===== src/rtl/tcb_pkg.sv =====
// Shared definitions for the TCB classifier host-side loader: FSM states, bus
// geometry defaults and the result code reported on timeout or framing error.
package tcb_pkg;

  localparam int unsigned TCB_PIX_W = 8;
  localparam int unsigned TCB_N_PIX = 121;
  localparam int unsigned TCB_BUS_W = 1024;

  localparam logic [31:0] TCB_TMO_RESULT = 32'hFFFF_FFFF;

  typedef enum logic [1:0] {
    StLoad,
    StFire,
    StWait,
    StResult
  } tcb_state_e;

endpackage


===== src/rtl/tcb_img_loader_if.sv =====
// Pixel stream, classifier start/done and result handshake of the image loader.
// master is the loader side, slave is the surrounding host/classifier.
interface tcb_img_loader_if #(
  parameter int unsigned PIX_W = tcb_pkg::TCB_PIX_W,
  parameter int unsigned BUS_W = tcb_pkg::TCB_BUS_W
);

  logic [PIX_W-1:0] pix_data;
  logic             pix_valid;
  logic             pix_ready;
  logic             pix_last;
  logic [BUS_W-1:0] img_source;
  logic             valid_top;
  logic             ready_top;
  logic [31:0]      number;
  logic [31:0]      res_data;
  logic             res_err;
  logic             res_valid;
  logic             res_ready;

  modport master (
    input  pix_data, pix_valid, pix_last, ready_top, number, res_ready,
    output pix_ready, img_source, valid_top, res_data, res_err, res_valid
  );

  modport slave (
    output pix_data, pix_valid, pix_last, ready_top, number, res_ready,
    input  pix_ready, img_source, valid_top, res_data, res_err, res_valid
  );

endinterface


===== src/rtl/tcb_pix_packer.sv =====
// Packs the byte-serial pixel stream into the flat image register, counts pixels
// and tracks framing errors (pix_last misplaced) for the current image.
module tcb_pix_packer import tcb_pkg::*; #(
  parameter int unsigned PIX_W = TCB_PIX_W,
  parameter int unsigned N_PIX = TCB_N_PIX,
  parameter int unsigned BUS_W = TCB_BUS_W
) (
  input  logic             clk,
  input  logic             rst,
  input  logic             accept,
  input  logic [PIX_W-1:0] pix_data,
  input  logic             pix_last,
  input  logic             clear,
  output logic             img_done,
  output logic             frame_err,
  output logic [BUS_W-1:0] img_source
);

  localparam int unsigned IMG_W = N_PIX * PIX_W;
  localparam int unsigned CNT_W = (N_PIX > 1) ? $clog2(N_PIX) : 1;
  localparam logic [CNT_W-1:0] LastIdx = CNT_W'(N_PIX - 1);

  logic [CNT_W-1:0] pix_cnt_q, pix_cnt_d;
  logic             err_q, err_d;
  logic [IMG_W-1:0] img_q;
  logic [N_PIX-1:0] lane_we;
  logic             at_last;
  logic             bad_frame;

  assign at_last   = (pix_cnt_q == LastIdx);
  assign bad_frame = (pix_last != at_last);
  assign img_done  = accept & at_last;
  // Includes the pixel being accepted this cycle so the FSM sees it on img_done.
  assign frame_err = err_q | (accept & bad_frame);

  always_comb begin
    lane_we = '0;
    for (int i = 0; i < N_PIX; i++) begin
      lane_we[i] = accept && (pix_cnt_q == CNT_W'(i));
    end
  end

  always_comb begin
    pix_cnt_d = pix_cnt_q;
    err_d     = err_q;
    if (clear) begin
      pix_cnt_d = '0;
      err_d     = 1'b0;
    end else if (accept) begin
      pix_cnt_d = at_last ? '0 : pix_cnt_q + 1'b1;
      err_d     = err_q | bad_frame;
    end
  end

  always_ff @(posedge clk or negedge rst) begin
    if (!rst) begin
      pix_cnt_q <= '0;
      err_q     <= 1'b0;
    end else begin
      pix_cnt_q <= pix_cnt_d;
      err_q     <= err_d;
    end
  end

  always_ff @(posedge clk or negedge rst) begin
    if (!rst) begin
      img_q <= '0;
    end else begin
      for (int i = 0; i < N_PIX; i++) begin
        if (lane_we[i]) img_q[i*PIX_W +: PIX_W] <= pix_data;
      end
    end
  end

  // Lanes above the image are tied to zero by the zero-extension.
  assign img_source = BUS_W'(img_q);

endmodule


===== src/rtl/tcb_img_loader.sv =====
// Host-side driver for the TCB classifier: loads one image, starts the classifier,
// waits for its answer with a timeout and returns the class on a result port.
module tcb_img_loader import tcb_pkg::*; #(
  parameter int unsigned PIX_W   = TCB_PIX_W,
  parameter int unsigned N_PIX   = TCB_N_PIX,
  parameter int unsigned BUS_W   = TCB_BUS_W,
  parameter int unsigned TMO_CYC = 65535
) (
  input logic              clk,
  input logic              rst,
  tcb_img_loader_if.master bus
);

  localparam int unsigned TMO_W = $clog2(TMO_CYC + 1);
  localparam logic [TMO_W-1:0] TmoLast = TMO_W'(TMO_CYC - 1);

  tcb_state_e       state_q, state_d;
  logic [TMO_W-1:0] tmo_cnt_q, tmo_cnt_d;
  logic [31:0]      res_data_q, res_data_d;
  logic             res_err_q, res_err_d;
  logic             res_valid_q, res_valid_d;
  logic             valid_top_q;
  logic             live_q;
  logic             accept;
  logic             img_done;
  logic             frame_err;
  logic             clear;

  // live_q keeps pix_ready low while reset is applied and for the release cycle.
  assign bus.pix_ready = live_q & (state_q == StLoad);
  assign accept        = bus.pix_valid & bus.pix_ready;

  tcb_pix_packer #(
    .PIX_W (PIX_W),
    .N_PIX (N_PIX),
    .BUS_W (BUS_W)
  ) u_packer (
    .clk        (clk),
    .rst        (rst),
    .accept     (accept),
    .pix_data   (bus.pix_data),
    .pix_last   (bus.pix_last),
    .clear      (clear),
    .img_done   (img_done),
    .frame_err  (frame_err),
    .img_source (bus.img_source)
  );

  always_comb begin
    state_d     = state_q;
    tmo_cnt_d   = tmo_cnt_q;
    res_data_d  = res_data_q;
    res_err_d   = res_err_q;
    res_valid_d = res_valid_q;
    clear       = 1'b0;
    unique case (state_q)
      StLoad: begin
        if (img_done) begin
          if (frame_err) begin
            state_d     = StResult;
            res_data_d  = TCB_TMO_RESULT;
            res_err_d   = 1'b1;
            res_valid_d = 1'b1;
          end else begin
            state_d = StFire;
          end
        end
      end
      StFire: begin
        state_d   = StWait;
        tmo_cnt_d = '0;
      end
      StWait: begin
        tmo_cnt_d = tmo_cnt_q + 1'b1;
        // A done pulse on the last allowed cycle still beats the timeout.
        if (bus.ready_top) begin
          state_d     = StResult;
          res_data_d  = bus.number;
          res_err_d   = 1'b0;
          res_valid_d = 1'b1;
        end else if (tmo_cnt_q == TmoLast) begin
          state_d     = StResult;
          res_data_d  = TCB_TMO_RESULT;
          res_err_d   = 1'b1;
          res_valid_d = 1'b1;
        end
      end
      StResult: begin
        if (bus.res_ready) begin
          state_d     = StLoad;
          res_valid_d = 1'b0;
          clear       = 1'b1;
        end
      end
      default: state_d = StLoad;
    endcase
  end

  always_ff @(posedge clk or negedge rst) begin
    if (!rst) begin
      state_q     <= StLoad;
      tmo_cnt_q   <= '0;
      res_data_q  <= '0;
      res_err_q   <= 1'b0;
      res_valid_q <= 1'b0;
      valid_top_q <= 1'b0;
      live_q      <= 1'b0;
    end else begin
      state_q     <= state_d;
      tmo_cnt_q   <= tmo_cnt_d;
      res_data_q  <= res_data_d;
      res_err_q   <= res_err_d;
      res_valid_q <= res_valid_d;
      valid_top_q <= (state_d == StFire);
      live_q      <= 1'b1;
    end
  end

  assign bus.valid_top = valid_top_q;
  assign bus.res_data  = res_data_q;
  assign bus.res_err   = res_err_q;
  assign bus.res_valid = res_valid_q;

endmodule


===== src/flat_wrapper.sv =====
// flat-port wrapper written by rule: the top's interface ports become plain ports
module tcb_img_loader_flat import tcb_pkg::*;
#(
  parameter int unsigned PIX_W   = TCB_PIX_W,
  parameter int unsigned N_PIX   = TCB_N_PIX,
  parameter int unsigned BUS_W   = TCB_BUS_W,
  parameter int unsigned TMO_CYC = 65535
)
  (clk, rst, bus_pix_data, bus_pix_valid, bus_pix_last, bus_ready_top, bus_number, bus_res_ready, bus_pix_ready, bus_img_source, bus_valid_top, bus_res_data, bus_res_err, bus_res_valid);
  tcb_img_loader_if #(.PIX_W(PIX_W), .BUS_W(BUS_W)) bus_i ();
  input logic clk;
  input logic rst;
  input wire logic [$bits(bus_i.pix_data)-1:0] bus_pix_data;
  input wire logic [$bits(bus_i.pix_valid)-1:0] bus_pix_valid;
  input wire logic [$bits(bus_i.pix_last)-1:0] bus_pix_last;
  input wire logic [$bits(bus_i.ready_top)-1:0] bus_ready_top;
  input wire logic [$bits(bus_i.number)-1:0] bus_number;
  input wire logic [$bits(bus_i.res_ready)-1:0] bus_res_ready;
  output wire logic [$bits(bus_i.pix_ready)-1:0] bus_pix_ready;
  output wire logic [$bits(bus_i.img_source)-1:0] bus_img_source;
  output wire logic [$bits(bus_i.valid_top)-1:0] bus_valid_top;
  output wire logic [$bits(bus_i.res_data)-1:0] bus_res_data;
  output wire logic [$bits(bus_i.res_err)-1:0] bus_res_err;
  output wire logic [$bits(bus_i.res_valid)-1:0] bus_res_valid;
  assign bus_i.pix_data = bus_pix_data;
  assign bus_i.pix_valid = bus_pix_valid;
  assign bus_i.pix_last = bus_pix_last;
  assign bus_i.ready_top = bus_ready_top;
  assign bus_i.number = bus_number;
  assign bus_i.res_ready = bus_res_ready;
  assign bus_pix_ready = bus_i.pix_ready;
  assign bus_img_source = bus_i.img_source;
  assign bus_valid_top = bus_i.valid_top;
  assign bus_res_data = bus_i.res_data;
  assign bus_res_err = bus_i.res_err;
  assign bus_res_valid = bus_i.res_valid;
  tcb_img_loader #(.PIX_W(PIX_W), .N_PIX(N_PIX), .BUS_W(BUS_W), .TMO_CYC(TMO_CYC)) u_core (.clk(clk), .rst(rst), .bus(bus_i));
endmodule

===== config.mk =====
export PLATFORM = sky130hd
export DESIGN_NAME = tcb_img_loader_flat
export DESIGN_NICKNAME = d
export VERILOG_FILES = /design/src/rtl/tcb_pkg.sv /design/src/rtl/tcb_img_loader_if.sv /design/src/rtl/tcb_pix_packer.sv /design/src/rtl/tcb_img_loader.sv /design/src/flat_wrapper.sv
export SDC_FILE = /design/constraint.sdc
export NUM_CORES = 1
export LEC_CHECK = 0
export ABC_AREA = 1
export BUFFER_PORTS_ARGS = -buffer_cell sky130_fd_sc_hd__clkbuf_2
export CAP_MARGIN = 30
export CORE_AREA = 2 2 435 437
export DETAILED_ROUTE_END_ITERATION = 10
export DIE_AREA = 0 0 437 439
export HOLD_SLACK_MARGIN = 0.12
export PLACE_DENSITY = 0.41
export SYNTH_ARGS = -nofsm -noshare
export SYNTH_HDL_FRONTEND = slang
export SYNTH_HIERARCHICAL = 1
export SYNTH_SLANG_ARGS = --single-unit

===== constraint.sdc =====
create_clock -name clk -period 6.55 [get_ports clk]
set_input_delay 0 -clock clk [delete_from_list [all_inputs] [get_ports clk]]
set_output_delay 0 -clock clk [all_outputs]
set_load 0.005 [all_outputs]

# After elaboration in Yosys (flattened, before gate mapping)

Index checks and enable logic that the tools add are counted.

Input port bits: 46
Word-level logic and storage cells: 424
Register bits: 1030
Output and inout port bits: 1060

$add $sub $neg: 2
Bitwise operators: 6
Reductions and logical operators: 129
Mux-type cells: 27
Equal/unequal tests: 130

Operators by type and width:

| operator                | number |
|---|---|
| $eq A7 B7 Y1 const B    | 57 |
| $eq A7 B6 Y1 const B    | 32 |
| $mux W32                | 4 |
| $logic_and A1 B1 Y1     | 121 |
| $eq A7 B5 Y1 const B    | 16 |
| $pmux W32 S2            | 1 |
| $eq A7 B4 Y1 const B    | 8 |
| $pmux W16 S2            | 1 |
| $eq A7 B3 Y1 const B    | 4 |
| $mux W7                 | 3 |
| $add A16 B1 Y16 const B | 1 |
| $eq A16 B16 Y1 const B  | 1 |
| $eq A7 B2 Y1 const B    | 2 |
| $mux W1                 | 10 |
| $mux W2                 | 5 |
| $pmux W2 S4             | 1 |
| $add A7 B1 Y7 const B   | 1 |
| $eq A7 B1 Y1 const B    | 1 |
| $logic_not A7 Y1        | 1 |
| $reduce_bool A2 Y1      | 3 |
| $reduce_and A5 Y1       | 1 |
| $and A1 B1 Y1           | 4 |
| $eq A2 B1 Y1 const B    | 2 |
| $eq A2 B2 Y1 const B    | 2 |
| other kinds (10)        | 12 |

# Longest topological paths before layout

Word-level depth: 9
Gate-level depth with buffers: 16
Mapped depth without buffers: 13

# By module

The synthesis kept the hierarchy.

By module, submodules not included:

| module         | area an instance (um^2) | times used | sequential area each (um^2) | cells an instance |
|---|---|---|---|---|
| tcb_pix_packer | 35587.9                 | 1          | 24423.4                     | 3419 |
| tcb_img_loader | 2777.7                  | 1          | 1351.3                      | 342 |

# Least setup slack after synthesis

No wires, ideal clock.

Kind: register to register
Start point: register u_core.state_q[1]
End point: register u_core.res_err_q (netlist: u_core/bus.res_err)
Buffers on the path: 3
Period minus slack after synthesis: 2.754 ns
Arrival time: 2.637 ns
Required time: 6.433 ns
Stages on the path, launching flop included: 17
Setup time: 0.117 ns
Slack: 3.796 ns
Cells stage by stage: dfrtp_1 -> inv_1 -> ha_1 -> nand2_1 -> nor2_1 -> buf_2 -> nand2_1 -> nor2_2 -> nand2_1 -> clkbuf_1 -> inv_1 -> a21oi_2 -> nor2_4 -> nand2_4 -> buf_6 -> nand2_1 -> nand2_1

Elaborated cells on any way between the ends: 13
Those cells by class: eq/ne (4); mux (1); bitwise (5); reduce/logical (3)

RTL lines:

| item                        | RTL line              | RTL |
|---|---|---|
| start, declared             | tcb_img_loader.sv:17  | `tcb_state_e state_q, state_d;` |
| start signal, assigned      | tcb_img_loader.sv:101 | `state_q <= StLoad;` |
| start signal, assigned      | tcb_img_loader.sv:109 | `state_q <= state_d;` |
| $logic_not A2 Y1            | tcb_img_loader.sv:30  | `assign bus.pix_ready = live_q & (state_q == StLoad);` |
| $and A1 B1 Y1               | tcb_img_loader.sv:30  |  |
| $and A1 B1 Y1               | tcb_img_loader.sv:31  | `assign accept = bus.pix_valid & bus.pix_ready;` |
| named net u_core.accept     | tcb_img_loader.sv:24  | `logic accept;` |
| $and A1 B1 Y1               | tcb_pix_packer.sv:32  | `assign img_done = accept & at_last;` |
| named net u_core.img_done   | tcb_img_loader.sv:25  | `logic img_done;` |
| $ne A2 B1 Y1 (no line)      | -                     |  |
| $reduce_and A4 Y1 (no line) | -                     |  |
| end signal, assigned        | tcb_img_loader.sv:112 | `res_err_q <= res_err_d;` |
| end, declared               | tcb_img_loader.sv:20  | `logic res_err_q, res_err_d;` |

The timed path passes the listed nets, and every way through them passes these cells.
A chain may end at the register's enable or synchronous reset.

# Final worst setup path

Start point: register u_core.state_q[1]
End point: register u_core.res_data_q[9] (netlist: u_core/bus.res_data[9])

Elaborated cells on any way between the ends: 13
Those cells by class: eq/ne (4); mux (1); bitwise (5); reduce/logical (3)

RTL lines:

| item                        | RTL line              | RTL |
|---|---|---|
| $logic_not A2 Y1            | tcb_img_loader.sv:30  |  |
| $and A1 B1 Y1               | tcb_img_loader.sv:30  |  |
| $and A1 B1 Y1               | tcb_img_loader.sv:31  |  |
| named net u_core.accept     | tcb_img_loader.sv:24  |  |
| $and A1 B1 Y1               | tcb_pix_packer.sv:32  |  |
| named net u_core.img_done   | tcb_img_loader.sv:25  |  |
| $ne A2 B1 Y1 (no line)      | -                     |  |
| $reduce_and A4 Y1 (no line) | -                     |  |
| end signal, assigned        | tcb_img_loader.sv:111 | `res_data_q <= res_data_d;` |
| end, declared               | tcb_img_loader.sv:19  | `logic [31:0] res_data_q, res_data_d;` |

The timed path passes the listed nets, and every way through them passes these cells.

==> flow_summary_export.csv <==
group,metric,value,unit
timing,fin_crit_sh,0.633,
clock_tree,cts_tree,"yes",
timing,fin_crit,4.15,ns
timing,finalSetupTns,0,ns
setup_path,start_kind,"flip-flop",
drt,first_iter_violations,2138,
timing,grt_setup_unrepaired,"false",
synthesis,yosys.area_share.simple,0.146,
power,vdd_ir_drop_max,195,µV
clock_tree,clkSinkCount,1030,
final_layout,drive_above_1_share,0.282,
synthesis,synthAdderAreaFrac,0.00326,
clock_tree,clock_latency,0.77,ns
setup_path,path_class,"reg -> reg",
floorplan,fp.dieW,437,µm
job,drv_cap,0,
timing,hold_viol,0,
timing,slew_headroom,0.271,
synthesis,synthesis.area,38400,µm²
global_route,grt_pass1_vias,29600,
floorplan,rows,159,
setup_path,critPathCaptureType,"flip-flop",
final_layout,areaGrowthSynthToFinish,32.9,%
timing,max_freq,241,MHz
setup_path,crit_fanout,34,
timing,setup-violations-final,0,
synthesis,ys_warn_count,6,
setup_path,cp.arrival,4.83,ns
clock_tree,cts-root-buf,"clkbuf_16",
synthesis,synth_xor_area_frac,0.000913,
global_route,grt_max_degree,163,
clock_tree,holdBufCountCts,105,
synthesis,ys_ff_latch,1030,
synthesis,synth-compound-area-share,0.130,
global_route,grt_overflow,0,
setup_path,critical_path_required,7.23,ns
clock_tree,cts-resized-gates,0,
place,port_buffers,1049,
floorplan,die-area,192000,µm²
synthesis,yosysSeqAreaShare,0.672,
timing,finClkSkew,0.0346,ns
final_layout,post-route-util,0.273,
place,gp_congestion,0.792,
clock_tree,cts_buffers,117,
floorplan,fp.dieH,439,µm
final_layout,nets,4891,
synthesis,synth_cell_types,34,
timing,whs,0.215,ns
floorplan,core,187000,µm²
timing,worst_slew_pin_slew,1.09,ns
hold_path,hp-class,"in -> reg",
drt,ant_nets,0,
drt,drt-wirelength-per-cell,22.9,µm
clock_tree,clockBufferDepth,3,
global_route,grtUsageTotal,0.173,
drt,viasPerCell,4.11,
timing,drv_slew,0,
floorplan,start_util,0.205,
clock_tree,post_cts_buffers,0,
clock_tree,clk_pin_slew_worst_paths,0.06,ns
synthesis,yosys-mux-area-fraction,0,
floorplan,num_io_pins,1106,
global_route,grt_first_pass_wirelength,238,mm
drt,routed_wl,170,mm
place,place_hpwl,116,mm
drt,drc,0,
synthesis,syn_avg_cell_area,10.2,µm²
clock_tree,h-tree-depth,3,
synthesis,syn_inst,3761,
drt,vias,30600,
global_route,antenna_found_initial,11,
power,powerDensity,309,nW/µm²
drt,drtPass1Iterations,5,
power,p_leak,25.5,nW
synthesis,synth_top_family_by_area,"simple AND/OR/NAND/NOR gates",
run_status,status,"finished clean",
-- kinds of logic (layout without fill, tap and decap cells) --
kind of cell               count (synthesis)  in the layout
AOI/OAI and AO/OA                        995            995
xor gates and xnor gates                   4              4
adders and majority gates                 10             10
buffers and inverters                    358           1476
DFF                                     1030           1030
other                                      2             58
and+or+nand+nor                         1362           1362
-- area by class of cell --
type,count,area (µm²)
Antenna cell,1,2.50
Clock buffer,185,3580
Clock inverter,33,382
Fill cell,20200,136000
Inverter,54,235
Multi-Input combinational cell,2428,11000
Sequential cell,1030,25800
Tap cell,2495,3120
Timing Repair Buffer,1204,6890
-- cell usage after synthesis --
master	count	area, µm²
a31oi_1	3	18.8
xor2_1	4	35.0
conb_1	2	7.51
and3_1	1	6.26
a21oi_2	1	8.76
nand2_1	1188	4460
dfrtp_1	1030	25800
or2_2	32	200
nor2_2	11	68.8
inv_1	45	169
nand3_1	46	230
inv_4	1	6.26
o21a_1	1	7.51
nand3_4	1	17.5
o31ai_1	1	7.51
clkinv_1	2	7.51
clkbuf_1	188	706
nand4_1	3	18.8
o21ai_1	170	851
inv_2	6	22.5
o21ai_0	807	4040
buf_4	66	495
ha_1	10	125
a21oi_1	11	55.1
nand2_4	21	236
nand2_2	4	25.0
nor3b_1	1	7.51
o21bai_1	1	7.51
nor3_4	8	130
buf_6	25	282
nor2_4	4	45.0
nor2_1	32	120
nor3_1	10	50.1
buf_2	25	125
-- path summary, 6_finish.rpt --
check | from | end | slack (ns) | cells past startpoint
worst max register to register | u_core/state_q[1] | u_core/bus.res_data[9] | 2.40 | 14
max in group asynchronous | rst | u_core/u_packer/img_q[304] | 4.71 | 5
worst min register to register | u_core/bus.res_data[28] | u_core/bus.res_data[28] | 0.47 | 2
min in group asynchronous | rst | u_core/u_packer/img_q[774] | 0.57 | 4
worst min-delay path | bus_number[27] | u_core/bus.res_data[27] | 0.21 | 5
worst max-delay path | u_core/state_q[1] | u_core/bus.res_data[9] | 2.40 | 14
-- registers in the layout, indices dropped and copies added (netlist names) --
signal and flops:
u_core/live_q 1, u_core/u_packer/pix_cnt_q 7, u_core/u_packer/err_q 1, u_core/bus.res_data 32
u_core/bus.res_valid 1, u_core/bus.res_err 1, u_core/state_q 2, u_core/tmo_cnt_q 16
u_core/bus.valid_top 1, u_core/u_packer/img_q 968
-- stage by stage --
step           setup slack (ns)  power, mW  cell area [µm²]  instances
6_report                   2.40       15.8            51000       7430
5_1_grt                    2.06       16.5            51000       7429
4_1_cts                    2.45       16.0            51000       7429
3_5_place_dp               2.60       8.86            46000       7106
3_3_place_gp               2.29       8.86            45800       7100
2_1_floorplan              3.80       7.95            38600       3816
-- layout by cell type, fill, tap and decap left out, types with 7 or more instances in the layout --
cell type | netlist | final
nor2_4 | 4 | 7
inv_1 | 45 | 37
clkbuf_1 | 188 | 29
o21ai_0 | 807 | 807
dlygate4sd3_1 | 0 | 104
nor3_4 | 8 | 8
clkbuf_2 | 0 | 1048
nor2_1 | 32 | 26
a21oi_1 | 11 | 11
nor3_1 | 10 | 10
clkbuf_16 | 0 | 118
buf_4 | 66 | 38
dfrtp_1 | 1030 | 1030
nand3_1 | 46 | 46
clkinv_2 | 0 | 17
or2_2 | 32 | 32
nand2_1 | 1188 | 1188
conb_1 | 2 | 57
nand2_4 | 21 | 21
clkbuf_8 | 0 | 38
o21ai_1 | 170 | 170
nor2_2 | 11 | 14
ha_1 | 10 | 10
-- metal layers --
metal,GRT usage,routed length [µm],share of wire,up-vias
met5,0,13,0.000076,-
met4,0.0795,7870,0.046,2
met3,0.0417,10800,0.063,260
met2,0.287,81900,0.48,967
met1,0.211,69600,0.41,15000
li1,-,-,-,14300
-- worst max-delay path, stage by stage, from the launching register on --
cell and delay [ns]:
dfrtp_1 0.42, inv_1 0.12, ha_1 0.26, nand2_1 0.09
nor2_1 0.52, nand2_1 0.36, nor2_4 0.16, buf_4 0.20
nand2_1 0.10, inv_1 0.13, a21oi_2 0.10, nor2_4 0.69
nand3_1 0.15, dlygate4sd3_1 0.62, nand2_1 0.07
-- power by group --
| group | internal [mW] | total, mW | switching [mW] |
|---|---|---|---|
| logic | 0.763 | 1.99 | 1.22 |
| clock network | 3.94 | 6.81 | 2.86 |
| registers | 6.74 | 6.98 | 0.238 |
No activity file was read; power rests on OpenSTA's default activity.
